## src/rtl/tcpc_arb_pkg.sv

```systemverilog
// Shared definitions for the TCPC register-port arbiter.
//   arb_state_e : arbiter FSM states (IDLE -> BUSY -> GAP -> IDLE)
//   OWN_TCPM    : owner encoding for the I2C slave manager side
//   OWN_LCL     : owner encoding for local TCPC logic
package tcpc_arb_pkg;

    typedef enum logic [1:0] {
        ST_IDLE = 2'd0,
        ST_BUSY = 2'd1,
        ST_GAP  = 2'd2
    } arb_state_e;

    localparam logic OWN_TCPM = 1'b0;
    localparam logic OWN_LCL  = 1'b1;

endpackage

```

## src/rtl/tcpc_rr_pick.sv

```systemverilog
// Combinational 2-way round-robin picker.
//   req[0]      : tcpm request
//   req[1]      : lcl request
//   last_owner  : owner of the previous completed transaction
//   grant_valid : at least one request present
//   grant_id    : chosen owner (OWN_TCPM / OWN_LCL)
module tcpc_rr_pick
    import tcpc_arb_pkg::*;
(
    input  logic [1:0] req,
    input  logic       last_owner,
    output logic       grant_valid,
    output logic       grant_id
);

    // A tie goes to whoever did not own the port last.
    always_comb begin
        grant_valid = |req;
        grant_id    = OWN_TCPM;
        case (req)
            2'b01:   grant_id = OWN_TCPM;
            2'b10:   grant_id = OWN_LCL;
            2'b11:   grant_id = ~last_owner;
            default: grant_id = OWN_TCPM;
        endcase
    end

endmodule

```

## src/rtl/tcpc_regs_arbiter.sv

```systemverilog
// Two-requester arbiter for the single TCPC register-file access port.
// Shares the port between the TCPM-side I2C slave manager ("tcpm") and
// local TCPC logic ("lcl"); round-robin, one transaction at a time.
// Optional build macro: TCPC_ARB_TIMEOUT_EN (BUSY gives up after
// TIMEOUT_CYCLES without ACK_reg and pulses ERR_x to the owner).
// Ports:
//   CLK, RESET_N                 clock, synchronous active-low reset
//   REQ/RNW/ADDR/WR_DATA_tcpm    TCPM request (REQ held until ACK_tcpm)
//   ACK/RD_DATA/ERR_tcpm         TCPM response
//   REQ/RNW/ADDR/WR_DATA_lcl     local-logic request
//   ACK/RD_DATA/ERR_lcl          local-logic response
//   REQ/RNW/ADDR/WR_DATA_reg     registered request to the register file
//   RD_DATA_reg, ACK_reg         register-file response
//   BUSY, OWNER                  transaction in flight / its owner (0=tcpm)
module tcpc_regs_arbiter #(
    parameter int unsigned ADDR_W         = 8,
    parameter int unsigned DATA_W         = 8,
    parameter int unsigned TIMEOUT_CYCLES = 16
) (
    input  logic              CLK,
    input  logic              RESET_N,
    input  logic              REQ_tcpm,
    input  logic              RNW_tcpm,
    input  logic [ADDR_W-1:0] ADDR_tcpm,
    input  logic [DATA_W-1:0] WR_DATA_tcpm,
    output logic              ACK_tcpm,
    output logic [DATA_W-1:0] RD_DATA_tcpm,
    output logic              ERR_tcpm,
    input  logic              REQ_lcl,
    input  logic              RNW_lcl,
    input  logic [ADDR_W-1:0] ADDR_lcl,
    input  logic [DATA_W-1:0] WR_DATA_lcl,
    output logic              ACK_lcl,
    output logic [DATA_W-1:0] RD_DATA_lcl,
    output logic              ERR_lcl,
    output logic              REQ_reg,
    output logic              RNW_reg,
    output logic [ADDR_W-1:0] ADDR_reg,
    output logic [DATA_W-1:0] WR_DATA_reg,
    input  logic [DATA_W-1:0] RD_DATA_reg,
    input  logic              ACK_reg,
    output logic              BUSY,
    output logic              OWNER
);

    import tcpc_arb_pkg::*;

    if (TIMEOUT_CYCLES < 1) begin : g_timeout_check
        $error("TIMEOUT_CYCLES must be at least 1");
    end

    arb_state_e        state_q, state_d;
    logic              owner_q, owner_d;
    logic              last_owner_q, last_owner_d;
    logic              req_reg_q, req_reg_d;
    logic              rnw_reg_q, rnw_reg_d;
    logic [ADDR_W-1:0] addr_reg_q, addr_reg_d;
    logic [DATA_W-1:0] wr_data_reg_q, wr_data_reg_d;
    logic              grant_valid_c;
    logic              grant_id_c;
    logic              busy_c;
    logic              timeout_c;

    assign busy_c = (state_q == ST_BUSY);

    tcpc_rr_pick u_pick (
        .req         ({REQ_lcl, REQ_tcpm}),
        .last_owner  (last_owner_q),
        .grant_valid (grant_valid_c),
        .grant_id    (grant_id_c)
    );

`ifdef TCPC_ARB_TIMEOUT_EN
    localparam int unsigned CNT_W = $clog2(TIMEOUT_CYCLES + 1);

    logic [CNT_W-1:0] cnt_q, cnt_d;
    logic [CNT_W-1:0] cnt_inc_c;
    logic             err_tcpm_q, err_tcpm_d;
    logic             err_lcl_q, err_lcl_d;

    // Expiry is the BUSY cycle whose count would reach the limit; an ACK in
    // that same cycle takes precedence.
    assign cnt_inc_c = cnt_q + CNT_W'(1);
    assign timeout_c = busy_c && !ACK_reg && (cnt_inc_c == CNT_W'(TIMEOUT_CYCLES));
    assign ERR_tcpm  = err_tcpm_q;
    assign ERR_lcl   = err_lcl_q;
`else
    assign timeout_c = 1'b0;
    assign ERR_tcpm  = 1'b0;
    assign ERR_lcl   = 1'b0;
`endif

    // State and output registers.
    always_ff @(posedge CLK) begin
        if (!RESET_N) begin
            state_q       <= ST_IDLE;
            owner_q       <= OWN_TCPM;
            last_owner_q  <= OWN_LCL;
            req_reg_q     <= 1'b0;
            rnw_reg_q     <= 1'b0;
            addr_reg_q    <= '0;
            wr_data_reg_q <= '0;
`ifdef TCPC_ARB_TIMEOUT_EN
            cnt_q         <= '0;
            err_tcpm_q    <= 1'b0;
            err_lcl_q     <= 1'b0;
`endif
        end else begin
            state_q       <= state_d;
            owner_q       <= owner_d;
            last_owner_q  <= last_owner_d;
            req_reg_q     <= req_reg_d;
            rnw_reg_q     <= rnw_reg_d;
            addr_reg_q    <= addr_reg_d;
            wr_data_reg_q <= wr_data_reg_d;
`ifdef TCPC_ARB_TIMEOUT_EN
            cnt_q         <= cnt_d;
            err_tcpm_q    <= err_tcpm_d;
            err_lcl_q     <= err_lcl_d;
`endif
        end
    end

    // Next-state: grant in IDLE, hold in BUSY, one dead cycle in GAP.
    always_comb begin
        state_d       = state_q;
        owner_d       = owner_q;
        last_owner_d  = last_owner_q;
        req_reg_d     = req_reg_q;
        rnw_reg_d     = rnw_reg_q;
        addr_reg_d    = addr_reg_q;
        wr_data_reg_d = wr_data_reg_q;
`ifdef TCPC_ARB_TIMEOUT_EN
        cnt_d         = cnt_q;
        err_tcpm_d    = 1'b0;
        err_lcl_d     = 1'b0;
`endif
        case (state_q)
            ST_IDLE: begin
                if (grant_valid_c) begin
                    state_d   = ST_BUSY;
                    owner_d   = grant_id_c;
                    req_reg_d = 1'b1;
                    if (grant_id_c == OWN_LCL) begin
                        rnw_reg_d     = RNW_lcl;
                        addr_reg_d    = ADDR_lcl;
                        wr_data_reg_d = WR_DATA_lcl;
                    end else begin
                        rnw_reg_d     = RNW_tcpm;
                        addr_reg_d    = ADDR_tcpm;
                        wr_data_reg_d = WR_DATA_tcpm;
                    end
`ifdef TCPC_ARB_TIMEOUT_EN
                    cnt_d = '0;
`endif
                end
            end
            ST_BUSY: begin
`ifdef TCPC_ARB_TIMEOUT_EN
                cnt_d = cnt_inc_c;
`endif
                if (ACK_reg || timeout_c) begin
                    state_d      = ST_GAP;
                    req_reg_d    = 1'b0;
                    last_owner_d = owner_q;
`ifdef TCPC_ARB_TIMEOUT_EN
                    err_tcpm_d   = timeout_c && (owner_q == OWN_TCPM);
                    err_lcl_d    = timeout_c && (owner_q == OWN_LCL);
`endif
                end
            end
            ST_GAP:  state_d = ST_IDLE;
            default: state_d = ST_IDLE;
        endcase
    end

    // Response routing is combinational so the owner sees ACK in the same
    // cycle as the register file.
    assign ACK_tcpm     = ACK_reg && busy_c && (owner_q == OWN_TCPM);
    assign ACK_lcl      = ACK_reg && busy_c && (owner_q == OWN_LCL);
    assign RD_DATA_tcpm = ACK_tcpm ? RD_DATA_reg : '0;
    assign RD_DATA_lcl  = ACK_lcl ? RD_DATA_reg : '0;

    assign REQ_reg     = req_reg_q;
    assign RNW_reg     = rnw_reg_q;
    assign ADDR_reg    = addr_reg_q;
    assign WR_DATA_reg = wr_data_reg_q;
    assign BUSY        = busy_c;
    assign OWNER       = owner_q;

endmodule

```

## config.mk

```make
export PLATFORM = sky130hd
export DESIGN_NAME = tcpc_regs_arbiter
export DESIGN_NICKNAME = d
export VERILOG_FILES = /design/src/rtl/tcpc_arb_pkg.sv /design/src/rtl/tcpc_rr_pick.sv /design/src/rtl/tcpc_regs_arbiter.sv
export SDC_FILE = /design/constraint.sdc
export NUM_CORES = 1
export LEC_CHECK = 0
export CORE_MARGIN = 2
export CORE_UTILIZATION = 61
export CTS_CLUSTER_DIAMETER = 100
export DETAILED_ROUTE_END_ITERATION = 6
export DONT_BUFFER_PORTS = 1
export GPL_TIMING_DRIVEN = 0
export PLACE_DENSITY_LB_ADDON = 0.12
export REMOVE_ABC_BUFFERS = 1
export SLEW_MARGIN = 10
export SYNTH_ARGS = -nofsm -noshare
export SYNTH_HDL_FRONTEND = slang
export SYNTH_SLANG_ARGS = --single-unit
```

## constraint.sdc

```tcl
create_clock -name CLK -period 1.3 [get_ports CLK]
set_input_delay 0.26 -clock CLK [delete_from_list [all_inputs] [get_ports CLK]]
set_output_delay 0.26 -clock CLK [all_outputs]
set_load 0.05 [all_outputs]
```

## Word level (Yosys, flattened, before mapping)

Index checks and enable logic that the tools add are counted.

- Output and inout bits: 40
- Word-level logic and storage cells: 36
- Bits in registers: 22
- Input port bits: 47

- Eq/ne operators: 5
- Bitwise operators: 2
- Reductions and logical operators: 10
- Multiplexer cells: 12

Operators by type and width:

| kind | number |
|---|---|
| 8-bit 2-to-1 mux | 4 |
| 2-bit AND reduction | 3 |
| 2-bit equality test (second input constant) | 2 |
| 2-bit 2-to-1 mux | 2 |
| 2-bit inequality test (second input constant) | 2 |
| 1-bit case mux with 2 select lines | 2 |
| 2-bit case mux with 2 select lines | 1 |
| 1-bit logical AND | 3 |
| 1-bit 2-to-1 mux | 3 |
| 3-bit AND reduction | 1 |
| 2-bit by 1-bit equality test with 1-bit output (second input constant) | 1 |
| 2-bit logical NOT | 1 |
| 1-bit inverter | 2 |
| 2-bit nonzero test | 1 |
| 2-bit OR reduction | 1 |

## Logic depth before layout (Yosys ltp)

- Depth after elaboration: 4
- Mapped depth: 5

## Modules after synthesis

Synthesis repeated with hierarchy kept, for this count alone.

- Cell total of the unflattened synthesis: 123
- Area total of the unflattened synthesis: 1158.6 sq um

Modules (own cells, without submodules):

| module | area each (sq um) | instances | cells each | seq. area each (sq um) |
|---|---|---|---|---|
| tcpc_regs_arbiter | 1144.8 | 1 | 121 | 440.4 |
| tcpc_rr_pick | 13.8 | 1 | 2 | 0.0 |

## Worst setup path after synthesis

Ideal clock, no wire load.

- Kind: register to output
- From: register owner_q, in the netlist OWNER
- To: output port RD_DATA_lcl[0]
- Data required time: 1.040 ns
- Path slack: -0.948 ns
- Arrival time: 1.988 ns
- Stages on the path, launching flop included: 4
- Cells stage by stage: dfxtp_1 -> and4b_1 -> clkbuf_1 -> and2_1

- Word-level cells in the longest chain between the ends: 2

Ends and longest elaborated chain:

| element | RTL line | RTL |
|---|---|---|
| from (decl) | tcpc_regs_arbiter.sv:53 | `logic owner_q, owner_d;` |
| from (signal assigned) | tcpc_regs_arbiter.sv:110 | `owner_q <= owner_d;` |
| 1-bit logical AND | tcpc_regs_arbiter.sv:180 | `assign ACK_lcl = ACK_reg && busy_c && (owner_q == OWN_LCL);` |
| named net ACK_lcl | tcpc_regs_arbiter.sv:33 | `output logic ACK_lcl,` |
| 8-bit 2-to-1 mux | tcpc_regs_arbiter.sv:182 | `assign RD_DATA_lcl = ACK_lcl ? RD_DATA_reg : '0;` |
| to (decl) | tcpc_regs_arbiter.sv:34 | `output logic [DATA_W-1:0] RD_DATA_lcl,` |

The timed path passes the listed nets, and every way through them passes these cells.

## Final worst setup path

- From: register state_q[0]
- To: output port RD_DATA_tcpm[7]

- Word-level cells in the longest chain between the ends: 4

Ends and longest elaborated chain:

| element | RTL line | RTL |
|---|---|---|
| from (decl) | tcpc_regs_arbiter.sv:52 | `arb_state_e state_q, state_d;` |
| from (signal assigned) | tcpc_regs_arbiter.sv:109 | `state_q <= state_d;` |
| 2-bit by 1-bit equality test with 1-bit output | tcpc_regs_arbiter.sv:64 | `assign busy_c = (state_q == ST_BUSY);` |
| 1-bit logical AND (2 in a row) | tcpc_regs_arbiter.sv:179 | `assign ACK_tcpm = ACK_reg && busy_c && (owner_q == OWN_TCPM);` |
| named net ACK_tcpm | tcpc_regs_arbiter.sv:26 | `output logic ACK_tcpm,` |
| 8-bit 2-to-1 mux | tcpc_regs_arbiter.sv:181 | `assign RD_DATA_tcpm = ACK_tcpm ? RD_DATA_reg : '0;` |
| to (decl) | tcpc_regs_arbiter.sv:27 | `output logic [DATA_W-1:0] RD_DATA_tcpm,` |

The timed path passes the listed nets, and every way through them passes these cells.

==> impl_metrics.toml <==
[synthesis]
syn_inst = 140
syn_avg_cell_area_sq_um = 8.53
synth_top_cell_area_share_pct = 36.9
ys_seq_elements = 22
synth_area_leaders = "dfxtp_1 (37%), a311oi_2 (11%), nand2_1 (11%)"
synth_area_leader_cell = "dfxtp_1"
synth-seq-area-share_pct = 36.9
ys_types = 24
yosysWarnings = 0
syn-cell-area_sq_um = 1190

[run]
drv_cap = 0

[power]
power_leakage_uw = 0.000508
power_uw = 1750
ir_worst_vdd_mv = 1.00
powerDensity_nw_per_um2 = 1330

[critical_path]
cp_data_required_time_ps = 1040
critPathLaunchType = "flip-flop"
end_kind = "primary output"
path_delay_family = "simple AND/OR/NAND/NOR gates"
crit_chain = "nand3b_1, nor2_4, and2_4"
cp_max_fo = 6
max_stage_delay_ps = 410
cp_num_buf_inv = 0
arrival_ps = 1580
crit_slowest_cell = "dfxtp_4"
critical_path_class = "flip-flop to primary output"

[sta]
final_max_slew_viol_count = 0
max_freq_mhz = 543
skew_ps = 10.3
timing.final.ws_setup_ps = -542
totalNegativeSetupSlack_ps = -14860
period_needed_ps = 1840
worst_pin_slew_ps = 684
slew_headroom_pct = 54.4
rsz0062_at_grt = "yes"
finalSetupViolations = 39
timing.final.crit_share_pct = 142
hold_violations = 0

[global_route]
gr-total-overflow = 0
track_usage_pct = 21.6
grt_pass1_vias = 851
grt_max_degree = 21
grt_first_pass_wirelength_um = 3550
antenna_found_initial = 0

[finish]
final_layout_size_suffix_gt1_share_pct = 33.6
areaGrowthSynthToFinish_pct = 10.1
fin_cells = 165
finalNetCount = 189
layout_common_cells = "nand2_1 (35), dfxtp_1 (19), a21oi_1 (18), and2_4 (17), a311oi_2 (9)"
diodes = 0
final_core_util_pct = 73.7
layout_commonest_cell = "nand2_1"

[clock_network]
cts_root_buf = "clkbuf_4"
cts.clk_slew.worst_paths_ps = 120
htree_levels = 1
cts_tree = "yes"
numCtsBuffers = 3
clock-sinks = 22
clock_latency_ps = 290
clockBufferDepth = 2
cts_hold_buffers = 0

[min_path]
min_path_type = "input pin to flip-flop"

[placement]
port_buffers = 0
place_hpwl_um = 1800
dpl.cell_count = 153
place_congestion = 0.730

[route]
wl_per_cell_um = 18.9
antenna_left = 0
vias = 1016
viasPerCell = 6.16
drc = 0
wl_um = 3110
firstDrtPassIters = 3
drt_iter0_markers = 19

[floorplan]
io_pins = 87
die_width_um = 48.2
die_h_um = 48.2
initial_core_util_pct = 66.9
row_count = 15
core_sq_um = 1780
die_area_sq_um = 2330

[outcome]
violations = "negative setup slack"
status = "finished, violations left"
[timing repair]
item / 4_1_cts / 5_1_grt
pin swaps: 14 / 14
buffers inserted: 2 / 5
cloned: 1 / 1
setup endpoints to repair: 40 / 38
gates resized for setup: 39 / 11
[logic make-up after synthesis]
group / after synthesis / synth area share [%]
and+or+nand+nor: 62 / 24.8
AOI/OAI and AO/OA: 41 / 29.0
DFF: 22 / 36.9
buffers and inverters: 14 / 8.91
other: 1 / 0.314
[path summary, 6_finish.rpt]
check	cells past startpoint	end	slack, ps	startpoint
worst min-delay path	1	last_owner_q$_SDFFE_PN1N_	40	RESET_N
worst max-delay path	3	RD_DATA_tcpm[7]	-540	state_q[0]$_SDFFE_PN0P_
worst max register to register	5	ADDR_reg[4]$_SDFFE_PN0P_	-380	state_q[1]$_SDFFE_PN0P_
worst min register to register	2	last_owner_q$_SDFFE_PN1N_	570	last_owner_q$_SDFFE_PN1N_
[Yosys cell counts (all sizes together)]
library cell	instances
nand2	35
dfxtp	22
a21oi	18
a311oi	17
and2	17
buf	12
nor2	4
a21boi	2
nor2b	2
o21a	2
a21bo	1
a22oi	1
and4b	1
clkbuf	1
clkinv	1
conb	1
nand3b	1
nor3	1
or2	1
[stage by stage]
| stage | hold slack [ps] | instance area, sq um | setup slack (ps) |
|---|---|---|---|
| CTS | 27.7 | 1250 | -563 |
| floorplan | 322 | 1090 | -868 |
| detailed placement | 337 | 1130 | -1030 |
| global route | 15.5 | 1310 | -608 |
| finish | 38.0 | 1310 | -542 |
| global placement | 328 | 1130 | -978 |
[per-layer routing]
| metal | global-route usage (%) | share of wire (%) |
|---|---|---|
| met3 | 6.30 | 9.5 |
| met4 | 7.57 | 0.51 |
| met5 | 0 | 0 |
| met2 | 40.3 | 50 |
| met1 | 22.8 | 40 |
[report_power, final]
group | internal [uW] | switching, uW | leakage, uW | total, uW
combinational | 148 | 267 | 0.000310 | 415
sequential | 749 | 293 | 0.000184 | 1040
clock | 108 | 186 | 0.0000138 | 294
total | 1000 | 746 | 0.000508 | 1750
[area by class of cell]
| class | instances | area [sq um] |
|---|---|---|
| Sequential cell | 22 | 449 |
| Timing Repair Buffer | 7 | 60.1 |
| Inverter | 1 | 3.75 |
| Multi-Input combinational cell | 107 | 747 |
| Clock buffer | 3 | 22.5 |
| Tap cell | 25 | 31.3 |
| Fill cell | 133 | 469 |
Power figures use the tool's default switching activity.
